<file path="src/rtl/trap_ctrl.sv">
// rtl/trap_ctrl.sv - machine-mode trap entry / MRET return sequencer
//
// Purpose: accepts exceptions, interrupts and MRET in IDLE, then steps a short
// fixed sequence that commits the machine trap CSRs and redirects fetch.
//
// Ports:
//   clk, rst_n          clock, synchronous active-low reset
//   exc_req/code/val    synchronous exception request, cause code, trap value
//   irq_lines[2:0]      pending enabled interrupts: bit0 MSI, bit1 MTI, bit2 MEI
//   mret_req            MRET in execute
//   pc_addr, priv_lvl   faulting PC, current privilege (0=U, 3=M)
//   mstatus_current, mtvec_trap, mepc   current machine CSR values
//   trap_taken/trap_done                commit pulses (entry / return)
//   mepc/mcause/mtval/mstatus_next      values committed on those pulses
//   pc_redirect_valid/pc_redirect       one-cycle fetch redirect
//   priv_next/priv_we                   new privilege and its strobe
//   stall                               high whenever the sequencer is busy
module trap_ctrl #(
    parameter int XLEN = 64
) (
    input  logic            clk,
    input  logic            rst_n,
    input  logic            exc_req,
    input  logic [3:0]      exc_code,
    input  logic [XLEN-1:0] exc_val,
    input  logic [2:0]      irq_lines,
    input  logic            mret_req,
    input  logic [XLEN-1:0] pc_addr,
    input  logic [1:0]      priv_lvl,
    input  logic [XLEN-1:0] mstatus_current,
    input  logic [XLEN-1:0] mtvec_trap,
    input  logic [XLEN-1:0] mepc,
    output logic            trap_taken,
    output logic            trap_done,
    output logic [XLEN-1:0] mepc_next,
    output logic [XLEN-1:0] mcause_next,
    output logic [XLEN-1:0] mtval_next,
    output logic [XLEN-1:0] mstatus_next,
    output logic            pc_redirect_valid,
    output logic [XLEN-1:0] pc_redirect,
    output logic [1:0]      priv_next,
    output logic            priv_we,
    output logic            stall
);

    typedef enum logic [2:0] {
        IDLE,
        ENTER,
        VECTOR,
        RETURN,
        RET_JUMP
    } state_e;

    state_e          state_q, state_d;
    logic            trap_taken_q, trap_taken_d;
    logic            trap_done_q, trap_done_d;
    logic [XLEN-1:0] mepc_next_q, mepc_next_d;
    logic [XLEN-1:0] mcause_next_q, mcause_next_d;
    logic [XLEN-1:0] mtval_next_q, mtval_next_d;
    logic [XLEN-1:0] mstatus_next_q, mstatus_next_d;
    logic            redir_valid_q, redir_valid_d;
    logic [XLEN-1:0] redir_q, redir_d;
    logic [1:0]      priv_next_q, priv_next_d;
    logic            priv_we_q, priv_we_d;
    logic            stall_q, stall_d;
    // Cause and kind of the trap in flight, needed again for vectoring.
    logic [3:0]      cause_q, cause_d;
    logic            is_irq_q, is_irq_d;

    logic            irq_ok;
    logic [3:0]      irq_cause;
    logic            mret_illegal;
    logic [XLEN-1:0] tvec_base;
    logic [XLEN-1:0] status_enter;
    logic [XLEN-1:0] status_ret;

    assign irq_ok       = (|irq_lines) && (mstatus_current[3] || (priv_lvl != 2'd3));
    assign mret_illegal = mret_req && (priv_lvl != 2'd3);
    assign tvec_base    = {mtvec_trap[XLEN-1:2], 2'b00};

    // MEI > MSI > MTI.
    always_comb begin
        irq_cause = 4'd7;
        if (irq_lines[2]) begin
            irq_cause = 4'd11;
        end else if (irq_lines[0]) begin
            irq_cause = 4'd3;
        end
    end

    always_comb begin
        status_enter        = mstatus_current;
        status_enter[7]     = mstatus_current[3];
        status_enter[3]     = 1'b0;
        status_enter[12:11] = priv_lvl;
        status_ret          = mstatus_current;
        status_ret[3]       = mstatus_current[7];
        status_ret[7]       = 1'b1;
        status_ret[12:11]   = 2'b00;
    end

    always_comb begin
        // Pulses default low; committed values hold until the next sequence.
        state_d        = state_q;
        trap_taken_d   = 1'b0;
        trap_done_d    = 1'b0;
        redir_valid_d  = 1'b0;
        priv_we_d      = 1'b0;
        mepc_next_d    = mepc_next_q;
        mcause_next_d  = mcause_next_q;
        mtval_next_d   = mtval_next_q;
        mstatus_next_d = mstatus_next_q;
        redir_d        = redir_q;
        priv_next_d    = priv_next_q;
        cause_d        = cause_q;
        is_irq_d       = is_irq_q;

        unique case (state_q)
            IDLE: begin
                if (exc_req || irq_ok || mret_illegal) begin
                    state_d        = ENTER;
                    trap_taken_d   = 1'b1;
                    mepc_next_d    = {pc_addr[XLEN-1:2], 2'b00};
                    mstatus_next_d = status_enter;
                    priv_next_d    = 2'd3;
                    priv_we_d      = 1'b1;
                    if (exc_req) begin
                        cause_d       = exc_code;
                        is_irq_d      = 1'b0;
                        mcause_next_d = {{(XLEN-4){1'b0}}, exc_code};
                        mtval_next_d  = exc_val;
                    end else if (irq_ok) begin
                        cause_d       = irq_cause;
                        is_irq_d      = 1'b1;
                        mcause_next_d = {1'b1, {(XLEN-5){1'b0}}, irq_cause};
                        mtval_next_d  = '0;
                    end else begin
                        // MRET below M-mode is an illegal instruction.
                        cause_d       = 4'd2;
                        is_irq_d      = 1'b0;
                        mcause_next_d = {{(XLEN-4){1'b0}}, 4'd2};
                        mtval_next_d  = '0;
                    end
                end else if (mret_req) begin
                    state_d        = RETURN;
                    trap_done_d    = 1'b1;
                    mepc_next_d    = mepc;
                    mstatus_next_d = status_ret;
                    priv_next_d    = mstatus_current[12:11];
                    priv_we_d      = 1'b1;
                end
            end
            ENTER: begin
                state_d       = VECTOR;
                redir_valid_d = 1'b1;
                if (is_irq_q && (mtvec_trap[1:0] == 2'b01)) begin
                    redir_d = tvec_base + {{(XLEN-6){1'b0}}, cause_q, 2'b00};
                end else begin
                    redir_d = tvec_base;
                end
            end
            VECTOR: begin
                state_d = IDLE;
            end
            RETURN: begin
                state_d       = RET_JUMP;
                redir_valid_d = 1'b1;
                redir_d       = {mepc_next_q[XLEN-1:2], 2'b00};
            end
            RET_JUMP: begin
                state_d = IDLE;
            end
            default: begin
                state_d = IDLE;
            end
        endcase

        stall_d = (state_d != IDLE);
    end

    always_ff @(posedge clk) begin
        if (!rst_n) begin
            state_q        <= IDLE;
            trap_taken_q   <= 1'b0;
            trap_done_q    <= 1'b0;
            mepc_next_q    <= '0;
            mcause_next_q  <= '0;
            mtval_next_q   <= '0;
            mstatus_next_q <= '0;
            redir_valid_q  <= 1'b0;
            redir_q        <= '0;
            priv_next_q    <= 2'd0;
            priv_we_q      <= 1'b0;
            stall_q        <= 1'b0;
            cause_q        <= 4'd0;
            is_irq_q       <= 1'b0;
        end else begin
            state_q        <= state_d;
            trap_taken_q   <= trap_taken_d;
            trap_done_q    <= trap_done_d;
            mepc_next_q    <= mepc_next_d;
            mcause_next_q  <= mcause_next_d;
            mtval_next_q   <= mtval_next_d;
            mstatus_next_q <= mstatus_next_d;
            redir_valid_q  <= redir_valid_d;
            redir_q        <= redir_d;
            priv_next_q    <= priv_next_d;
            priv_we_q      <= priv_we_d;
            stall_q        <= stall_d;
            cause_q        <= cause_d;
            is_irq_q       <= is_irq_d;
        end
    end

    assign trap_taken        = trap_taken_q;
    assign trap_done         = trap_done_q;
    assign mepc_next         = mepc_next_q;
    assign mcause_next       = mcause_next_q;
    assign mtval_next        = mtval_next_q;
    assign mstatus_next      = mstatus_next_q;
    assign pc_redirect_valid = redir_valid_q;
    assign pc_redirect       = redir_q;
    assign priv_next         = priv_next_q;
    assign priv_we           = priv_we_q;
    assign stall             = stall_q;

endmodule

</file>
<file path="config.mk">
export PLATFORM = sky130hd
export DESIGN_NAME = trap_ctrl
export DESIGN_NICKNAME = d
export VERILOG_FILES = /design/src/rtl/trap_ctrl.sv
export SDC_FILE = /design/constraint.sdc
export NUM_CORES = 1
export LEC_CHECK = 0
export CAP_MARGIN = 20
export CORE_AREA = 4 4 254 256
export CTS_BUF_LIST = sky130_fd_sc_hd__clkbuf_16
export DETAILED_ROUTE_END_ITERATION = 16
export DIE_AREA = 0 0 258 260
export GPL_TIMING_DRIVEN = 0
export SYNTH_ARGS = -nofsm -noshare
export SYNTH_HDL_FRONTEND = slang
export SYNTH_SLANG_ARGS = --single-unit
</file>
<file path="constraint.sdc">
create_clock -name clk -period 2.5 [get_ports clk]
set_clock_uncertainty 0.2 [all_clocks]
set_input_delay 0.5 -clock clk [delete_from_list [all_inputs] [get_ports clk]]
set_output_delay 0.5 -clock clk [all_outputs]
set_load 0.005 [all_outputs]
</file>
==> results.py <==
metrics = {
    "floorplan": {
        "num_io_pins": 660,
        "initial_core_util_pct": 19.18,
        "core_area_um2": 62500,
        "die_w_um": 258,
        "die_y_um": 260,
        "num_rows": 92,
        "dieArea_um2": 67080,
    },
    "placement": {
        "placed_area_um2": 19240,
        "port_buffers": 595,
        "place.gp.congestion": 0.8673,
        "dp_hpwl_um": 51570,
    },
    "cts": {
        "clk_latency_ns": 0.55,
        "cts_sinks": 269,
        "cts_tree": "done",
        "cts_root_buffer": "clkbuf_16",
        "numCtsBuffers": 36,
        "htree_levels": 2,
        "postCtsHoldBufs": 0,
        "path_clk_slew_ns": 0.06,
        "clockBufferDepth": 3,
    },
    "layout": {
        "mostFrequentLayoutCell": "clkdlybuf4s50_1",
        "post-route-util_pct": 33.67,
        "fillers": 6477,
        "final_nets": 2434,
        "layout_common_cells": "clkdlybuf4s50_1 (586), dfxtp_1 (263), nand2_1 (171)",
        "syn_to_final_growth_pct": 75.54,
        "layout-drive-gt1-share_pct": 12.02,
        "postLayoutCellArea_um2": 21050,
    },
    "timing": {
        "fin_crit_sh_pct": 100.6,
        "fmax_mhz": 397.7,
        "rsz0062_at_grt": "true",
        "setup_violations": 1,
        "final_max_slew_viol_count": 0,
        "worst_slew_pin_slew_ns": 1.097,
        "max_slew_margin_pct": 26.88,
        "layout_setup_ws_ns": -0.01444,
        "final-hold-violation-count": 0,
        "period_minus_slack_ns": 2.514,
    },
    "setup_path": {
        "path_class": "in2reg",
        "end_kind": "register",
        "worstPathArrival_ns": 2.73,
        "critPathMaxFanout": 10,
        "critPathLaunchType": "input pin",
        "cp_data_required_time_ns": 2.72,
    },
    "power": {
        "p_sw_mw": 4.161,
        "ir_worst_vdd_uv": 495.8,
        "combPwrFrac_pct": 25.3,
        "power_frac_clock_pct": 37.9,
        "netSwitchingFraction_pct": 29.99,
        "p_per_area_nw_per_um2": 659.2,
        "power_leakage_nw": 7.909,
        "p_int_mw": 9.713,
        "pwr-share-seq_pct": 36.8,
    },
    "synthesis": {
        "ys.warnings.count": 0,
        "netlist_area_um2": 11990,
        "dominantRegCellSynth": "dfxtp_1",
        "synth_edf_count": 0,
        "ys_ff_latch": 269,
        "seq_area_frac_synth_pct": 44.92,
        "synth_cell_types": 54,
        "syn_area_per_cell_um2": 8.656,
        "netlist_instances": 1385,
        "postSynth.asyncResetShare_pct": 0,
    },
    "grt": {
        "grt_pass1_vias": 13742,
        "grt_max_degree": 20,
        "grt-ovfl-total": 0,
        "grt_pass1_wl_um": 90990,
        "grt.total_usage_pct": 18.08,
        "antenna_found_initial": 7,
    },
    "job": {
        "drv_cap": 0,
    },
    "run_status": {
        "outcome": "finished, violations left",
        "violations": "negative setup slack",
    },
    "route": {
        "ant_nets": 0,
        "wl_um": 64630,
        "drtIter0Drc": 669,
        "drt-vias-per-instance": 4.443,
        "firstDrtPassIters": 5,
        "wl_per_cell_um": 21.76,
        "vias": 13197,
        "drc": 0,
    },
    "min_path": {
        "hold_path_class": "in2reg",
    },
}
[stage by stage]
| stage | power [mW] | instances | setup WS (ns) | setup TNS, ns | hold slack [ns] |
|---|---|---|---|---|---|
| 2_1_floorplan | 6.320 | 1445 | 0.01988 | 0 | 0.2483 |
| 6_report | 13.87 | 2970 | -0.01444 | -0.01444 | 0.2226 |
| 3_3_place_gp | 8.509 | 2886 | -1.578 | -300.57 | 0.2421 |
| 5_1_grt | 14.54 | 2970 | -0.09712 | -0.1796 | 0.2293 |
| 4_1_cts | 14.03 | 2960 | -0.04693 | -0.06992 | 0.2459 |
| 3_5_place_dp | 8.572 | 2887 | -1.623 | -279.07 | 0.2473 |
[metal layers]
metal	GRT usage, %	routed length [um]
met3	4.723	4772
met4	5.350	1759
met2	31.93	31660
met1	21.58	26410
met5	0	20
[path summary, 6_finish.rpt]
path	slack (ns)	end	from	cells after the start
max	-0.01	pc_redirect[63]$_SDFFE_PN0N_	mtvec_trap[1]	10
min	0.22	cause_q[1]$_SDFFE_PN0P_	rst_n	2
max reg2reg	0.02	pc_redirect[63]$_SDFFE_PN0N_	mcause_next[63]$_SDFFE_PN0P_	9
min reg2reg	0.25	mstatus_next[13]$_SDFFE_PN0P_	mstatus_next[13]$_SDFFE_PN0P_	2
[state kept, by name, indices dropped and copies added (netlist names)]
register           count
mcause_next            2
state_q                3
pc_redirect_valid      1
trap_done              1
pc_redirect           62
mtval_next            64
mepc_next             64
stall                  1
trap_taken             1
mstatus_next          64
priv_we                1
cause_q                3
priv_next              2
[layout make-up]
cell class	count	area, um2	area share, %
clock buffer	36	900.9	4.281
multi-input combinational	991	6092	28.95
tap	846	1059	5.030
antenna	2	5.005	0.02378
sequential	269	5395	25.64
inverter	12	45.04	0.2140
clock inverter	28	284.0	1.350
timing repair buffer	617	6231	29.61
buffer	169	1033	4.911
[power groups by stage]
| stage | Clock (mW) | Sequential, mW | Combinational [mW] |
|---|---|---|---|
| after global routing | 5.59 | 5.16 | 3.78 |
| after CTS | 5.42 | 5.11 | 3.49 |
| after floorplan | 0 | 5.09 | 1.23 |
| after global placement | 0 | 5.17 | 3.34 |
| final | 5.26 | 5.10 | 3.51 |
| after detailed placement | 0 | 5.18 | 3.39 |
[critical path, stage by stage]
cell and delay (ns):
clkdlybuf4s50_1 0.41, and3b_1 0.21, buf_4 0.18, and4_4 0.28, buf_6 0.17, nand4_4 0.19
buf_12 0.23, nor4_2 0.23, xnor2_1 0.20, o22ai_1 0.11
[cell families after synthesis]
logic type | Yosys count | synth area share, %
flip-flops | 269 | 44.92
multiplexers | 64 | 5.343
buffers and inverters | 185 | 8.265
XOR/XNOR | 57 | 4.164
AO/OA/AOI/OAI | 326 | 17.69
other | 1 | 0.03128
adder cells (fa/ha/maj) | 5 | 0.5845
AND/OR/NAND/NOR | 478 | 19.00
[Yosys cell counts (9+ instances only)]
cell type | number | area share (%)
a21oi_1 | 97 | 4.0
nor3_1 | 11 | 0.46
inv_1 | 12 | 0.38
o22ai_1 | 23 | 1.2
dfxtp_1 | 269 | 45
a22oi_1 | 85 | 5.3
nor2_1 | 157 | 4.9
xor2_1 | 17 | 1.2
a31oi_1 | 9 | 0.47
nand4_1 | 21 | 1.1
nand2_1 | 174 | 5.4
buf_4 | 66 | 4.1
o21ai_0 | 16 | 0.67
a211oi_1 | 65 | 4.1
buf_2 | 27 | 1.1
nand3_1 | 32 | 1.3
nor3_2 | 14 | 1.2
and3_1 | 32 | 1.7
clkbuf_1 | 72 | 2.3
o21ai_1 | 13 | 0.54
mux2i_1 | 64 | 5.3
xnor2_1 | 40 | 2.9
[repair_timing]
action / in CTS / in global routing
buffers inserted: 12 / 8
pin swaps: 11 / 10
gates cloned: 0 / 1
setup endpoints to repair: 268 / 139
resized for setup: 57 / 66
(Power assumes the default switching activity.)
